--- src/rtl/fetch.sv ---
// rtl/fetch.sv - instruction fetch unit: one outstanding memory read, one-entry skid buffer, redirect flush
// Bit numbering in the interface is MSB-first, so "bits 30-31" of redirect_pc are the two LSBs here.
module fetch #(
    parameter logic [31:0] RESET_PC = 32'h80020000
) (
    input  logic        clk,
    input  logic        rst_n,
    input  logic        stall,
    input  logic        redirect,
    input  logic [31:0] redirect_pc,
    output logic        mem_rd_req,
    output logic [31:0] mem_addr,
    input  logic        mem_rd_ack,
    input  logic [31:0] mem_rd_data,
    output logic [31:0] insn,
    output logic [31:0] pc,
    output logic        valid_insn
);

    typedef enum logic [1:0] {START, REQ, HOLD, DROP} state_t;

    state_t      state_q, state_d;
    logic [31:0] fetch_pc_q, fetch_pc_d;
    logic [31:0] req_addr_q, req_addr_d;
    logic [31:0] insn_q, insn_d;
    logic [31:0] pc_q, pc_d;
    logic        valid_q, valid_d;
    logic [31:0] buf_insn_q, buf_insn_d;
    logic [31:0] buf_pc_q, buf_pc_d;

    logic [31:0] redir_tgt;
    logic [31:0] req_addr_inc;
    logic        out_free;

    assign redir_tgt    = redirect_pc & 32'hFFFF_FFFC;
    assign req_addr_inc = req_addr_q + 32'd4;
    assign out_free     = !valid_q || !stall;

    always_comb begin
        state_d    = state_q;
        fetch_pc_d = fetch_pc_q;
        req_addr_d = req_addr_q;
        insn_d     = insn_q;
        pc_d       = pc_q;
        valid_d    = valid_q;
        buf_insn_d = buf_insn_q;
        buf_pc_d   = buf_pc_q;

        // A presented instruction leaves on any edge the consumer accepts it.
        if (valid_q && !stall) begin
            valid_d = 1'b0;
        end

        case (state_q)
            START: begin
                state_d = REQ;
                if (redirect) begin
                    fetch_pc_d = redir_tgt;
                    req_addr_d = redir_tgt;
                end else begin
                    req_addr_d = fetch_pc_q;
                end
            end
            REQ: begin
                if (redirect) begin
                    fetch_pc_d = redir_tgt;
                    if (mem_rd_ack) begin
                        req_addr_d = redir_tgt;
                    end else begin
                        state_d = DROP;
                    end
                end else if (mem_rd_ack) begin
                    fetch_pc_d = req_addr_inc;
                    req_addr_d = req_addr_inc;
                    if (out_free) begin
                        insn_d  = mem_rd_data;
                        pc_d    = req_addr_q;
                        valid_d = 1'b1;
                    end else begin
                        buf_insn_d = mem_rd_data;
                        buf_pc_d   = req_addr_q;
                        state_d    = HOLD;
                    end
                end
            end
            HOLD: begin
                if (redirect) begin
                    fetch_pc_d = redir_tgt;
                    req_addr_d = redir_tgt;
                    state_d    = REQ;
                end else if (!stall) begin
                    insn_d     = buf_insn_q;
                    pc_d       = buf_pc_q;
                    valid_d    = 1'b1;
                    req_addr_d = fetch_pc_q;
                    state_d    = REQ;
                end
            end
            DROP: begin
                // The old read must complete before the new target is requested.
                if (redirect) begin
                    fetch_pc_d = redir_tgt;
                end
                if (mem_rd_ack) begin
                    req_addr_d = redirect ? redir_tgt : fetch_pc_q;
                    state_d    = REQ;
                end
            end
            default: state_d = START;
        endcase

        if (redirect) begin
            valid_d = 1'b0;
        end
    end

    always_ff @(posedge clk or negedge rst_n) begin
        if (!rst_n) begin
            state_q    <= START;
            fetch_pc_q <= RESET_PC;
            req_addr_q <= RESET_PC;
            insn_q     <= 32'h0;
            pc_q       <= 32'h0;
            valid_q    <= 1'b0;
            buf_insn_q <= 32'h0;
            buf_pc_q   <= 32'h0;
        end else begin
            state_q    <= state_d;
            fetch_pc_q <= fetch_pc_d;
            req_addr_q <= req_addr_d;
            insn_q     <= insn_d;
            pc_q       <= pc_d;
            valid_q    <= valid_d;
            buf_insn_q <= buf_insn_d;
            buf_pc_q   <= buf_pc_d;
        end
    end

    assign mem_rd_req = (state_q == REQ) || (state_q == DROP);
    assign mem_addr   = req_addr_q;
    assign insn       = insn_q;
    assign pc         = pc_q;
    assign valid_insn = valid_q;

endmodule

--- config.mk ---
export PLATFORM = sky130hd
export DESIGN_NAME = fetch
export DESIGN_NICKNAME = d
export VERILOG_FILES = /design/src/rtl/fetch.sv
export SDC_FILE = /design/constraint.sdc
export NUM_CORES = 1
export LEC_CHECK = 0
export CAP_MARGIN = 0
export CORE_MARGIN = 1
export CORE_UTILIZATION = 55
export DETAILED_ROUTE_END_ITERATION = 8
export HOLD_SLACK_MARGIN = 0.05
export PLACE_DENSITY = 0.91
export SLEW_MARGIN = 30
export SYNTH_ARGS = -nofsm -noshare
export SYNTH_HDL_FRONTEND = slang
export SYNTH_SLANG_ARGS = --single-unit
--- constraint.sdc ---
create_clock -name clk -period 4.6 [get_ports clk]
set_input_delay 1.38 -clock clk [delete_from_list [all_inputs] [get_ports clk]]
set_output_delay 1.38 -clock clk [all_outputs]
set_load 0.03 [all_outputs]
After elaboration in Yosys (flattened, before gate mapping) --
Cells that the tools add are included.
Operators by class: add/sub/neg operators 1, $mul 0, divide/modulo/power cells 0, magnitude comparators 0, equal/unequal tests 13, shift-type cells 0, multiplexer cells 36, bitwise gates (word level) 2, reduce and logical (&&, ||, !) cells 12
Operators with widths (number):
- $mux W32 | 18
- $pmux W32 S2 | 3
- $pmux W32 S4 | 1
- $add A32 B3 Y32 const B | 1
- $mux W2 | 7
- $ne A2 B2 Y1 const B | 6
- $ne A3 B3 Y1 const B | 4
- $pmux W2 S4 | 1
- $reduce_and A6 Y1 | 1
- $mux W1 | 5
- $reduce_and A5 Y1 | 1
- $eq A2 B2 Y1 const B | 2
- $reduce_and A4 Y1 | 1
- $reduce_and A3 Y1 | 1
- $reduce_or A3 Y1 | 1
- $eq A2 B1 Y1 const B | 1
- $logic_not A1 Y1 | 2
- $logic_not A2 Y1 | 1
- $logic_or A1 B1 Y1 | 2
- $not A1 Y1 | 2
- $pmux W1 S2 | 1
- $reduce_bool A2 Y1 | 1
- $logic_and A1 B1 Y1 | 1
Word-level totals: register bits after elaboration 195, bits in latches 0, memory bits (writable) 0, memory bits (read-only) 0, bits of input ports 69, logic and storage cells 72, memories 0

Logic depth before layout (Yosys ltp) --
Gate-level depths: netlist of the first run.
word-level depth 7, gate-level depth with buffers 11

Least setup slack after synthesis of the first run --
OpenSTA, ideal clock, no wires.
path type reg-to-output, start register state_q[1], end output port mem_rd_req, arrival time 1.747 ns, path slack 1.473 ns, cell stages (with the launch flop) 7, buffers on the path 3, path through dfrtp_1 > inv_1 > ha_1 > clkbuf_1 > clkbuf_1 > clkbuf_1 > or2_2
Between the ends: cells in the longest elaborated chain, start to end 2
RTL lines:
- from (decl) | line 22 | state_t state_q, state_d;
- from (signal assigned) | line 128 | state_q <= state_d;
- $eq A2 B1 Y1 or $eq A2 B2 Y1 (tied branches) | line 139 | assign mem_rd_req = (state_q == REQ) || (state_q == DROP);
- $logic_or A1 B1 Y1 (*) | line 139
- to (decl) | line 11 | output logic mem_rd_req,
Every way passes the cells marked *; elsewhere a longest branch is shown, timed or not.

Worst setup path after layout of the first run --
Same ends and word-level chain as after synthesis.

==> impl_metrics.yaml, run 1 <==
run_status:
  outcome: "finished clean"
logic_synthesis:
  synth_cell_types: 57
  syn_area_mm2: 0.00932
  yosysWarnings: 0
  synth_seq_cells: 195
  syn_area_per_cell_um2: 10.6
  synthArstFlopShare_pct: 100
  synth_top_area_share_pct: 51.3
  synthFlopType: "dfrtp_1"
  synth_top_cells_by_area: "dfrtp_1 (51%), mux2_2 (8.2%), mux2i_1 (7.3%), o21ai_0 (5.4%), nand2_1 (4.3%)"
  yosys.area.top_type: "dfrtp_1"
  synth-edff-count: 0
  synthCells: 880
  ys_seq_area_share_pct: 52.4
  synth_nets: 953
sta:
  post-route-period-util_pct: 79.4
  drv_slew: 0
  tns_ns: 0
  relSlewSlack_pct: 38.3
  skew_ns: 0.00790
  hold_viol: 0
  min_period_ns: 3.65
  max_freq_mhz: 274
  worst_pin_slew_ns: 0.926
  rsz0062_at_grt: "no"
  finalSetupViolations: 0
floorplanning:
  core_mm2: 0.0166
  die_w_um: 132
  num_rows: 47
  start_util_pct: 56.2
  dieHeight_um: 132
  die_area_mm2: 0.0175
  io-pin-count: 167
cells_and_area:
  fin_area_mm2: 0.0118
  final_net_count: 1093
  drive_gt1_share_pct: 13.8
  n_antenna_cell: 0
  syn2layout_area_growth_pct: 26.7
route:
  wl_mm: 22.8
  ant_nets: 0
  route.detailed.drc: 0
  drt_pass1_iterations: 7
  vias_per_cell: 5.95
  vias: 7459
  wl_per_cell_um: 18.2
  drt_iter0_drc: 630
critical_path:
  worst-r2r-setup-slack_ns: 2.00
  path_max_fanout: 20
  rr_endpoint: "buf_insn_q[14]$_DFFE_PN0P_"
  worstRegToRegCells: 7
  endpoint_kind: "output port"
  r2r-start: "state_q[1]$_DFFE_PN0P_"
  worstPathRequired_ns: 3.22
  arrival_ns: 2.27
  startpoint_type: "flip-flop"
  path_class: "reg -> out"
worst_hold_path:
  hold_path_class: "reg -> reg"
  min_to: "insn[9]$_DFFE_PN0P_"
  hp-start: "insn[9]$_DFFE_PN0P_"
  min_path_cells: 2
clock_network:
  post_cts_resized: 0
  cts_made_buffers: 17
  htreeDepth: 4
  clk_pin_slew_ns: 0.07
  cts_hold_buf: 0
  postCtsSetupBuffers: 0
  cts_buffer_depth: 2
  cts_tree: "built"
  clk_latency_ns: 0.43
  cts.sinks: 195
  cts_root_buf: "clkbuf_16"
place:
  io_buffers: 164
  gp_congestion: 0.852
  dpl.hpwl_mm: 15.3
  dpl_cell_area_mm2: 0.0112
power:
  peakVddDrop_uv: 341
  power_density_mw_per_mm2: 682
  power.leakage_uw: 0.00492
run:
  maxCapViolCount: 0
global_route:
  grt-ovfl-total: 0
  grt_pass1_vias: 7178
  antenna_found_initial: 0
  grt_pass1_wl_mm: 37.3
  grt_max_degree: 91
  grtUsageTotal_pct: 27.1
==> per-stage QoR <==
step | setup slack, ns | util (%) | instances | hold WS, ns | power, uW
after CTS | 0.961 | 71.0 | 1252 | 0.484 | 8030
after detailed placement | 0.930 | 67.6 | 1220 | 0.469 | 6570
after floorplan | 1.47 | - | 880 | 0.449 | 5160
after global routing | 0.880 | 71.2 | 1253 | 0.507 | 8500
final | 0.949 | 71.2 | 1253 | 0.478 | 8050
after global placement | 0.532 | 67.4 | 1219 | 0.460 | 6410
==> worst max-delay path by stage <==
stage                                 from                          to  slack, ns
floorplan           state_q[1]$_DFFE_PN0P_                  mem_rd_req       1.47
global placement                     stall   buf_insn_q[7]$_DFFE_PN0P_       0.53
detailed placement                   stall  buf_insn_q[23]$_DFFE_PN0P_       0.93
CTS                 state_q[1]$_DFFE_PN0P_                  mem_rd_req       0.96
global route        state_q[1]$_DFFE_PN0P_                  mem_rd_req       0.88
finish              state_q[1]$_DFFE_PN0P_                  mem_rd_req       0.95
==> sequential cells by signal (all words and copies together), names as in the netlist <==
| name | flops |
|---|---|
| state_q | 2 |
| buf_insn_q | 32 |
| fetch_pc_q | 32 |
| buf_pc_q | 32 |
| mem_addr | 32 |
| valid_insn | 1 |
| insn | 32 |
| pc | 32 |
==> synth_stat cells, drive strengths merged, types with 2 or more instances <==
master / n
dfstp: 4
mux2: 72
a22o: 3
o31ai: 4
nand3b: 2
a211oi: 6
clkbuf: 43
or2: 2
nor3b: 3
buf: 23
or3: 2
inv: 19
nor2: 36
o21ai: 100
a22oi: 16
and2: 4
a31oi: 14
xnor2: 13
o2bb2ai: 3
xor2: 9
dfrtp: 191
ha: 4
a2bb2oi: 3
o211ai: 3
a311oi: 2
nor4: 7
mux2i: 68
nor3: 3
and3: 5
a21o: 2
o22ai: 12
nand3: 20
a21oi: 39
nand2b: 3
o31a: 9
nand2: 106
nand4: 13
o21a: 2
==> worst max-delay path, stage by stage, from the launching register on <==
cell and delay [ns]:
dfrtp_1 0.42, inv_1 0.07, ha_1 0.19, buf_4 0.21, or2_2 0.32, clkdlybuf4s50_1 0.63
==> final cells by class <==
class | instances | area [um^2]
clock buffers | 17 | 425
clock inverters | 15 | 146
fillers | 1183 | 4780
inverters | 19 | 71.3
multi-input cells | 600 | 4140
flip-flops and latches | 195 | 4880
well taps | 220 | 275
repair buffers | 187 | 1870
==> cell usage in the layout, fill, tap and decap left out, drive strengths merged, types with 4 or more instances in the layout <==
| master | instances |
|---|---|
| dfrtp | 191 |
| o31ai | 4 |
| nand2 | 106 |
| ha | 4 |
| xor2 | 9 |
| xnor2 | 13 |
| and2 | 4 |
| a31oi | 14 |
| nor2 | 36 |
| inv | 26 |
| nor4 | 7 |
| a21oi | 39 |
| mux2 | 72 |
| o22ai | 12 |
| a211oi | 6 |
| mux2i | 68 |
| dfstp | 4 |
| clkinvlp | 4 |
| nand4 | 13 |
| buf | 24 |
| o21ai | 100 |
| clkbuf | 18 |
| o31a | 9 |
| and3 | 5 |
| a22oi | 16 |
| nand3 | 20 |
| clkdlybuf4s50 | 162 |
==> metal layers <==
metal  vias up  GRT usage [%]  share of wire (%)
met1      3624           37.4                 43
met3        45           4.61                7.4
met4         0           11.1                2.2
li1       3440              -                  -
met2       350           42.5                 47
met5         -              0                  0
==> power by group <==
part           internal, uW  switching, uW  leakage (uW)  total (uW)
Clock                   761            682      0.000270        1440
Combinational          1510           2010       0.00218        3520
Sequential             2440            651       0.00247        3090
==> logic make-up after synthesis <==
family / share of synthesized area, %
AOI/OAI and AO/OA: 14.2
and+or+nand+nor: 11.0
DFF: 52.4
muxes: 16.0
buffers and inverters: 3.71
xor gates and xnor gates: 2.07
adders and majority gates: 0.537
Note: power is estimated with default switching activity, not from simulation.
==> run 2: changes to the inputs <==
--- a/config.mk
+++ b/config.mk
@@ -7,10 +7,10 @@
 export LEC_CHECK = 0
 export CAP_MARGIN = 0
 export CORE_MARGIN = 1
-export CORE_UTILIZATION = 55
+export CORE_UTILIZATION = 53
 export DETAILED_ROUTE_END_ITERATION = 8
 export HOLD_SLACK_MARGIN = 0.05
-export PLACE_DENSITY = 0.91
+export PLACE_DENSITY = 0.88
 export SLEW_MARGIN = 30
 export SYNTH_ARGS = -nofsm -noshare
 export SYNTH_HDL_FRONTEND = slang
==> constraint.sdc (replaced) <==
create_clock -name clk -period 3.6 [get_ports clk]
set_input_delay 1.08 -clock clk [delete_from_list [all_inputs] [get_ports clk]]
set_output_delay 1.08 -clock clk [all_outputs]
set_load 0.03 [all_outputs]
==> run 2 against run 1 <==
  * Largest cell class unchanged
  * Critical path type unchanged
  * Global-route usage down 0.72 points
  * Sequential share of layout area is 0.55 points lower
  * First-iteration DRC count fell by 16%
  * Sequential power increased by 27%
  * Non-clock buffer count is 1 lower
  * Wire length rose by 0.65%
  * Clock-buffer cell count up 1
==> impl_metrics.yaml, run 2 (synthesis gave the netlist of run 1 again) <==
run_status:
  outcome: "finished clean"
critical_path:
  critPathMaxStageDelay_ns: 0.62
  worstRegToRegCells: 9
  path_class: "reg -> out"
  cp_slowest_cell: "clkdlybuf4s50_1"
  worstPathRequired_ns: 2.52
  cp_cell_sequence: "inv_1 -> ha_1 -> or2_2 -> clkdlybuf4s50_1"
  path_max_fanout: 3
  startpoint_type: "flip-flop"
  arrival_ns: 2.04
  endpoint_kind: "output port"
route:
  drt_pass1_iterations: 5
  wl_per_cell_um: 18.2
  wl_mm: 22.9
  drt_iter0_drc: 528
  ant_nets: 0
  vias: 7475
  vias_per_cell: 5.95
  route.detailed.drc: 0
sta:
  relSlewSlack_pct: 48.5
  min_period_ns: 3.12
  skew_ns: 0.0200
  tns_ns: 0
  drv_slew: 0
  rsz0062_at_grt: "no"
  setup_slack_ns: 0.479
  hold_viol: 0
  post-route-period-util_pct: 86.7
  max_freq_mhz: 320
  finalSetupViolations: 0
  worst_pin_slew_ns: 0.770
cells_and_area:
  final_net_count: 1092
  final_common_cell: "dfrtp_1"
  final_cell_mix: "dfrtp_1 (191), clkdlybuf4s50_1 (162), nand2_1 (106)"
  final_cells: 1257
  syn2layout_area_growth_pct: 28.4
  drive_gt1_share_pct: 13.8
  n_antenna_cell: 0
power:
  power.share.clock_pct: 21.2
  switching_power_uw: 4230
  power_density_mw_per_mm2: 892
  power_frac_comb_pct: 42.0
  p_seq_share_pct: 36.8
  peakVddDrop_uv: 436
  p_int_uw: 6440
  sw_frac_of_total_pct: 39.7
  power.leakage_uw: 0.00499
place:
  gp_congestion: 0.832
  pre_cts_ws_ns: 0.339
  dp_cells: 1225
  dpl.hpwl_mm: 15.4
  io_buffers: 164
worst_hold_path:
  hold_path_class: "reg -> reg"
  min_path_cells: 2
floorplanning:
  io-pin-count: 167
  start_util_pct: 54.1
  die_w_um: 135
  die_area_mm2: 0.0181
  num_rows: 48
  core_mm2: 0.0172
  dieHeight_um: 135
global_route:
  grt_pass1_vias: 7249
  grtUsageTotal_pct: 26.3
  grt_pass1_wl_mm: 37.3
  grt_max_degree: 84
  antenna_found_initial: 0
  grt-ovfl-total: 0
clock_network:
  cts_hold_buf: 0
  cts_made_buffers: 17
  postCtsSetupBuffers: 0
  clk_pin_slew_ns: 0.07
  post_cts_resized: 0
  cts_tree: "built"
  cts.sinks: 195
  htreeDepth: 4
  cts_buffer_depth: 2
  cts_root_buf: "clkbuf_16"
  clk_latency_ns: 0.44
run:
  maxCapViolCount: 0
-- run 2: changes by cell type in the layout (fill, tap and decap cells not counted) --
cell        before  now
bufinv_16        1    7
buf_4           20   16
clkbuf_8         1    2
clkinv_2         1    0
buf_12           1    6
inv_6            6    2
clkinvlp_4       4    2
buf_16           2    0
-- run 2: through the flow --
stage	area, um^2	total power [uW]	hold WS [ns]	util [%]
floorplan	9320	6590	0.449	-
global placement	11300	8220	0.461	65.3
detailed placement	11300	8420	0.469	65.3
CTS	12000	10700	0.484	69.4
global route	12000	11300	0.507	69.4
finish	12000	10700	0.477	69.4
-- run 2: power by group through the flow --
stage | sequential, uW | clock [uW] | combinational, uW
floorplan | 4610 | 0 | 1980
global placement | 3890 | 0 | 4330
detailed placement | 3960 | 0 | 4460
CTS | 3920 | 2290 | 4490
global route | 4060 | 2370 | 4830
finish | 3930 | 2260 | 4480
-- run 2: path summary, 6_finish.rpt --
path                                         endpoint                    from  slack (ns)
setup / recovery                           mem_rd_req  state_q[1]$_DFFE_PN0P_        0.48
hold / removal                   insn[11]$_DFFE_PN0P_    insn[11]$_DFFE_PN0P_        0.48
setup reg to reg                 insn[19]$_DFFE_PN0P_  state_q[1]$_DFFE_PN0P_        0.99
hold reg to reg                  insn[11]$_DFFE_PN0P_    insn[11]$_DFFE_PN0P_        0.48
max in group asynchronous  fetch_pc_q[31]$_DFFE_PN1N_                   rst_n        2.11
min in group asynchronous        insn[25]$_DFFE_PN0P_                   rst_n        0.65
-- run 2: worst max-delay path, delay by kind of cell, from the launching register on --
kind | cells | cell delay [ns]
fa+ha+maj | 1 | 0.19
simple gates | 1 | 0.29
flops | 1 | 0.41
buf+inv | 2 | 0.71
-- run 2: layer usage --
layer	up-vias	share of wire (%)	global-route usage, %
li1	3419	-	-
met1	3703	44	36.3
met2	323	48	42.4
met3	30	7.2	4.62
met4	0	1.4	8.74
met5	-	0	0
-- run 2: cell type report --
class	instances	area (um^2)
fill	1275	5270
sequential	195	4880
multi-input combinational	600	4140
timing repair buffer	186	1880
clock buffer	18	439
tap	225	282
clock inverter	14	272
inverter	19	71.3
==> run 3: changes to the inputs <==
--- a/config.mk
+++ b/config.mk
@@ -10,7 +10,8 @@
 export CORE_UTILIZATION = 53
 export DETAILED_ROUTE_END_ITERATION = 8
 export HOLD_SLACK_MARGIN = 0.05
-export PLACE_DENSITY = 0.88
+export PLACE_DENSITY = 0.9
+export RECOVER_POWER = 100
 export SLEW_MARGIN = 30
 export SYNTH_ARGS = -nofsm -noshare
 export SYNTH_HDL_FRONTEND = slang
==> run 3 against run 2 <==
  * The flow now finishes with violations (max-capacitance violations, max-slew violations)
  * Final cell count shrank 0.16%
  * Utilization fell by 1.3 points
  * Power is 5.8% lower
  * Setup slack worse by 0.11 ns
==> impl_metrics.yaml, run 3 (synthesis gave the netlist of run 1 again) <==
global_route:
  grtUsageTotal_pct: 26.3
  grt_pass1_vias: 7506
  antenna_found_initial: 0
  grt_pass1_wl_mm: 37.5
  grt_max_degree: 129
  grt-ovfl-total: 0
sta:
  tns_ns: 0
  min_period_ns: 3.23
  setup_slack_ns: 0.373
  drv_slew: 72
  relSlewSlack_pct: -22.9
  rsz0062_at_grt: "no"
  skew_ns: 0.00835
  max_freq_mhz: 310
  worst_pin_slew_ns: 1.84
  post-route-period-util_pct: 89.6
  finalSetupViolations: 0
  hold_viol: 0
route:
  ant_nets: 0
  drt_pass1_iterations: 7
  route.detailed.drc: 0
  vias_per_cell: 5.97
  vias: 7495
  wl_per_cell_um: 18.6
  drt_iter0_drc: 616
  wl_mm: 23.3
clock_network:
  cts.sinks: 195
  post_cts_resized: 0
  cts_tree: "built"
  cts_hold_buf: 0
  clk_pin_slew_ns: 0.07
  htreeDepth: 4
  cts_buffer_depth: 2
  clk_latency_ns: 0.43
  cts_made_buffers: 17
  postCtsSetupBuffers: 0
  cts_root_buf: "clkbuf_16"
floorplanning:
  die_w_um: 135
  core_mm2: 0.0172
  start_util_pct: 54.1
  num_rows: 48
  die_area_mm2: 0.0181
  io-pin-count: 167
  dieHeight_um: 135
place:
  dp_cells: 1222
  pre_cts_ws_ns: 0.398
  gp_congestion: 0.840
  dpl.hpwl_mm: 15.5
  dpl_cell_area_mm2: 0.0112
  io_buffers: 164
critical_path:
  arrival_ns: 3.53
  critPathMaxStageDelay_ns: 0.84
  endpoint_kind: "flip-flop"
  cp_slowest_cell: "buf_2"
  cp_cell_sequence: "dlygate4sd3_1 -> nand3_1 -> nor2_4 -> buf_2 -> mux2_2"
  worstPathRequired_ns: 3.91
  startpoint_type: "primary input"
  path_class: "in -> reg"
  path_max_fanout: 43
run_status:
  violations: "max-capacitance violations, max-slew violations"
  outcome: "complete, but fails checks"
cells_and_area:
  final_net_count: 1090
  n_antenna_cell: 0
  syn2layout_area_growth_pct: 25.9
  fin_area_mm2: 0.0117
  drive_gt1_share_pct: 12.9
  fillCellCount: 1251
  final_cells: 1255
  final_common_cell: "dfrtp_1"
  final_cell_mix: "dfrtp_1 (191), nand2_1 (106), o21ai_0 (100)"
run:
  maxCapViolCount: 1
power:
  power.leakage_uw: 0.00502
  power_density_mw_per_mm2: 857
  peakVddDrop_uv: 446
worst_hold_path:
  hold_path_class: "reg -> reg"
[run 3: changes by cell type in the layout (fill, tap and decap cells not counted), moves of 2 or more]
cell,delta
and2_1,-2
clkbuf_2,+3
buf_4,-9
inv_6,+3
clkdlybuf4s50_1,-99
buf_12,-2
and2_0,+2
clkinv_2,+2
clkbuf_1,+6
bufinv_16,-6
dlygate4sd3_1,+99
clkinvlp_4,+2
[run 3: path summary, 6_finish.rpt]
| check | from | endpoint | slack (ns) | cells after the start |
|---|---|---|---|---|
| worst min-delay path | pc[21]$_DFFE_PN0P_ | pc[21]$_DFFE_PN0P_ | 0.47 | 2 |
| worst max-delay path | mem_rd_ack | buf_insn_q[15]$_DFFE_PN0P_ | 0.37 | 5 |
| worst min register to register | pc[21]$_DFFE_PN0P_ | pc[21]$_DFFE_PN0P_ | 0.47 | 2 |
| min in group asynchronous | rst_n | insn[26]$_DFFE_PN0P_ | 1.14 | 1 |
| worst max register to register | state_q[0]$_DFFE_PN0P_ | valid_insn$_DFF_PN0_ | 0.69 | 5 |
| max in group asynchronous | rst_n | buf_pc_q[8]$_DFFE_PN0P_ | 0.98 | 2 |
[run 3: critical path, delay by kind of cell]
family                 cells  cell delay, ns
multiplexers               1            0.43
buffers and inverters      2            1.59
AND/OR/NAND/NOR            2            0.42
[run 3: per-stage QoR]
stage	hold WS, ns	util, %	power [uW]
floorplan	0.449	-	6590
global placement	0.459	65.1	8190
detailed placement	0.469	65.1	8410
CTS	0.485	68.4	10300
global route	0.496	68.1	10600
finish	0.472	68.1	10100
[run 3: layer usage]
layer / vias to the layer above / track usage [%] / routed length (um)
li1: 3430 / - / -
met1: 3670 / 34.9 / 9770
met2: 362 / 42.9 / 11300
met3: 33 / 5.48 / 1900
met4: 0 / 9.11 / 366
met5: - / 0 / 0
[run 3: layout make-up]
class | count | area (um^2) | share of cell area, %
Sequential cell | 195 | 4880 | 41.6
Clock buffer | 19 | 443 | 3.77
Inverter | 19 | 71.3 | 0.608
Timing Repair Buffer | 184 | 1810 | 15.5
Clock inverter | 13 | 123 | 1.04
Multi-Input combinational cell | 600 | 4120 | 35.1
Tap cell | 225 | 282 | 2.40
[run 3: power breakdown]
group | internal, uW | switching [uW] | leakage (uW)
registers | 3110 | 817 | 0.00247
logic | 1720 | 2570 | 0.00229
clock network | 983 | 855 | 0.000267
==> patch: new RTL, settings of run 2 <==
Reset style: synchronous (`rst_n`), changed in one clocked block.
--- a/src/rtl/fetch.sv
+++ b/src/rtl/fetch.sv
@@ -115,5 +115,5 @@
     end
 
-    always_ff @(posedge clk or negedge rst_n) begin
+    always_ff @(posedge clk) begin
         if (!rst_n) begin
             state_q    <= START;
Behaviour: differs if rst_n is asserted again (counterexample within 4 cycles, from zero or initial values and one cycle with rst_n low); with rst_n held inactive, the same outputs for 4 cycles.
==> patch against run 2 <==
Critical endpoint unchanged; synthesized area shrank 5.7%; cell area fell by 5.8%; via count is 12% higher; register-to-register slack hardly changed; wire length grew 2.7%; clock skew down 12 ps; sequential cell count unchanged; setup slack better by 29 ps.
Power is not compared: it rests on default switching activity, and its combinational part moved more than twofold at a synthesized area within 25%.
==> patch: results (changes against run 2) <==
| Metric | Value |
|---|---|
| Synth unique cells | 60 (was 57) |
| Async set-or-reset flop fraction in the synthesized netlist | 0% (was 100%) |
| Syn_nets | 1152 (was 953) |
| Worst Clk Skew | 7.65 ps (was 20.0 ps) |
| Total grt overflow | 0 (unchanged) |
| Drt initial violations | 645 (was 528) |
| Hpwl dp | 15600 microns (was 15400 microns) |
| Largest net degree at the start of global routing | 74 (was 84) |
| Clk slew on worst S/H paths | 70 ps (about the same) |
| Detailed Routing Iterations Pass 1 | 5 (unchanged) |
| Routed via count | 8341 (was 7475) |
| Vias per cell | 5.84 (was 5.95) |
| Number of global-route vias before repair | 7805 (was 7249) |
| Crit path DAT | 2010 ps (was 2040 ps) |
| Post-synthesis average cell area | 8.14 sq um (was 10.6 sq um) |
| CTS root buf | clkbuf_16 (unchanged) |
| Yosys warnings | 0 (unchanged) |
| Post-synthesis sequential area ratio | 44.4% (was 52.4%) |
| Top cells by area, synth | dfxtp_1, nand2_1, mux2i_1 (was dfrtp_1, mux2_2, mux2i_1) |
| Placer congestion estimate | 0.901 (was 0.832) |
| N_diodes | 0 (unchanged) |
| Post-CTS Setup Inserts | 0 (unchanged) |
| Run status | finished, final reports clean (unchanged) |
| Global Route Usage Sum | 28.1% (was 26.3%) |
| CTS Buf Count | 17 (unchanged) |
| Placed Cells | 1396 (was 1225) |
| Worst slew pin tran | 944 ps (was 770 ps) |
| Fraction of layout instances using a drive strength above 1 | 6.60% (was 13.8%) |
| Drt total wl | 23600 microns (was 22900 microns) |
| Critical path peak fanout | 4 (was 3) |
| Initial antenna violation count | 0 (unchanged) |
| First-pass GRT wire length | 37800 microns (was 37300 microns) |
| Synth cell count leaders | dfxtp_1, nand2_1, a21oi_1, nor2_1, clkbuf_1 (was dfrtp_1, nand2_1, o21ai_0, mux2_2, mux2i_1) |
| Htree depth | 4 (unchanged) |
| Tightest Hold Check Type | reg -> reg (unchanged) |
| Final #Nets | 1272 (was 1092) |
patch: metrics by stage:
stage	power, W	instance area [sq um]	utilization [%]	setup WS, ps	hold WS (ps)
floorplan	0.00306	8780	-	1190	431
global placement	0.00347	10700	66.5	457	439
detailed placement	0.00349	10700	66.5	460	446
CTS	0.00534	11300	70.2	504	455
global route	0.00554	11300	70.2	427	472
finish	0.00533	11300	70.2	508	454
patch: cells by family after synthesis:
logic type	after synthesis	share of synthesized area (%)
simple gates	384	19.3
compound gates	302	21.5
flops	195	44.4
buf+inv	110	4.80
mux	66	7.53
xor+xnor	18	1.79
fa+ha+maj	4	0.570
patch: routing by layer:
metal | track usage [%] | vias to the layer above | wire length, microns
li1 | - | 4041 | -
met1 | 34.3 | 3821 | 9660
met2 | 45.4 | 392 | 10900
met3 | 6.31 | 87 | 1900
met4 | 16.7 | 0 | 1070
met5 | 0 | - | 0
patch: worst max-delay path, cell delays in order (launching register included):
cell	delay [ps]
dfxtp_1	430
inv_1	70
ha_1	190
nor2_1	210
inv_1	60
clkdlybuf4s50_1	620
patch: area by class of cell:
class | count | area, sq um
Fill cell | 1242 | 4790
Multi-Input combinational cell | 774 | 4490
Sequential cell | 195 | 3900
Timing Repair Buffer | 198 | 1970
Clock buffer | 22 | 484
Tap cell | 216 | 270
Clock inverter | 10 | 101
Inverter | 13 | 51.3
patch: path summary, 6_finish.rpt:
check / startpoint / endpoint / slack, ps / cells after the start
worst max-delay path: state_q[1] / mem_rd_req / 510 / 5
worst min register to register: buf_insn_q[12] / buf_insn_q[12] / 450 / 2
worst min-delay path: buf_insn_q[12] / buf_insn_q[12] / 450 / 2
worst max register to register: mem_addr[2] / fetch_pc_q[30] / 990 / 6
patch: where the power goes:
part           internal, W  leakage, nW  total (W)  switching (W)
combinational     0.000447         1.89    0.00105       0.000602
sequential         0.00228         1.59    0.00241       0.000129
clock              0.00103        0.279    0.00187       0.000840
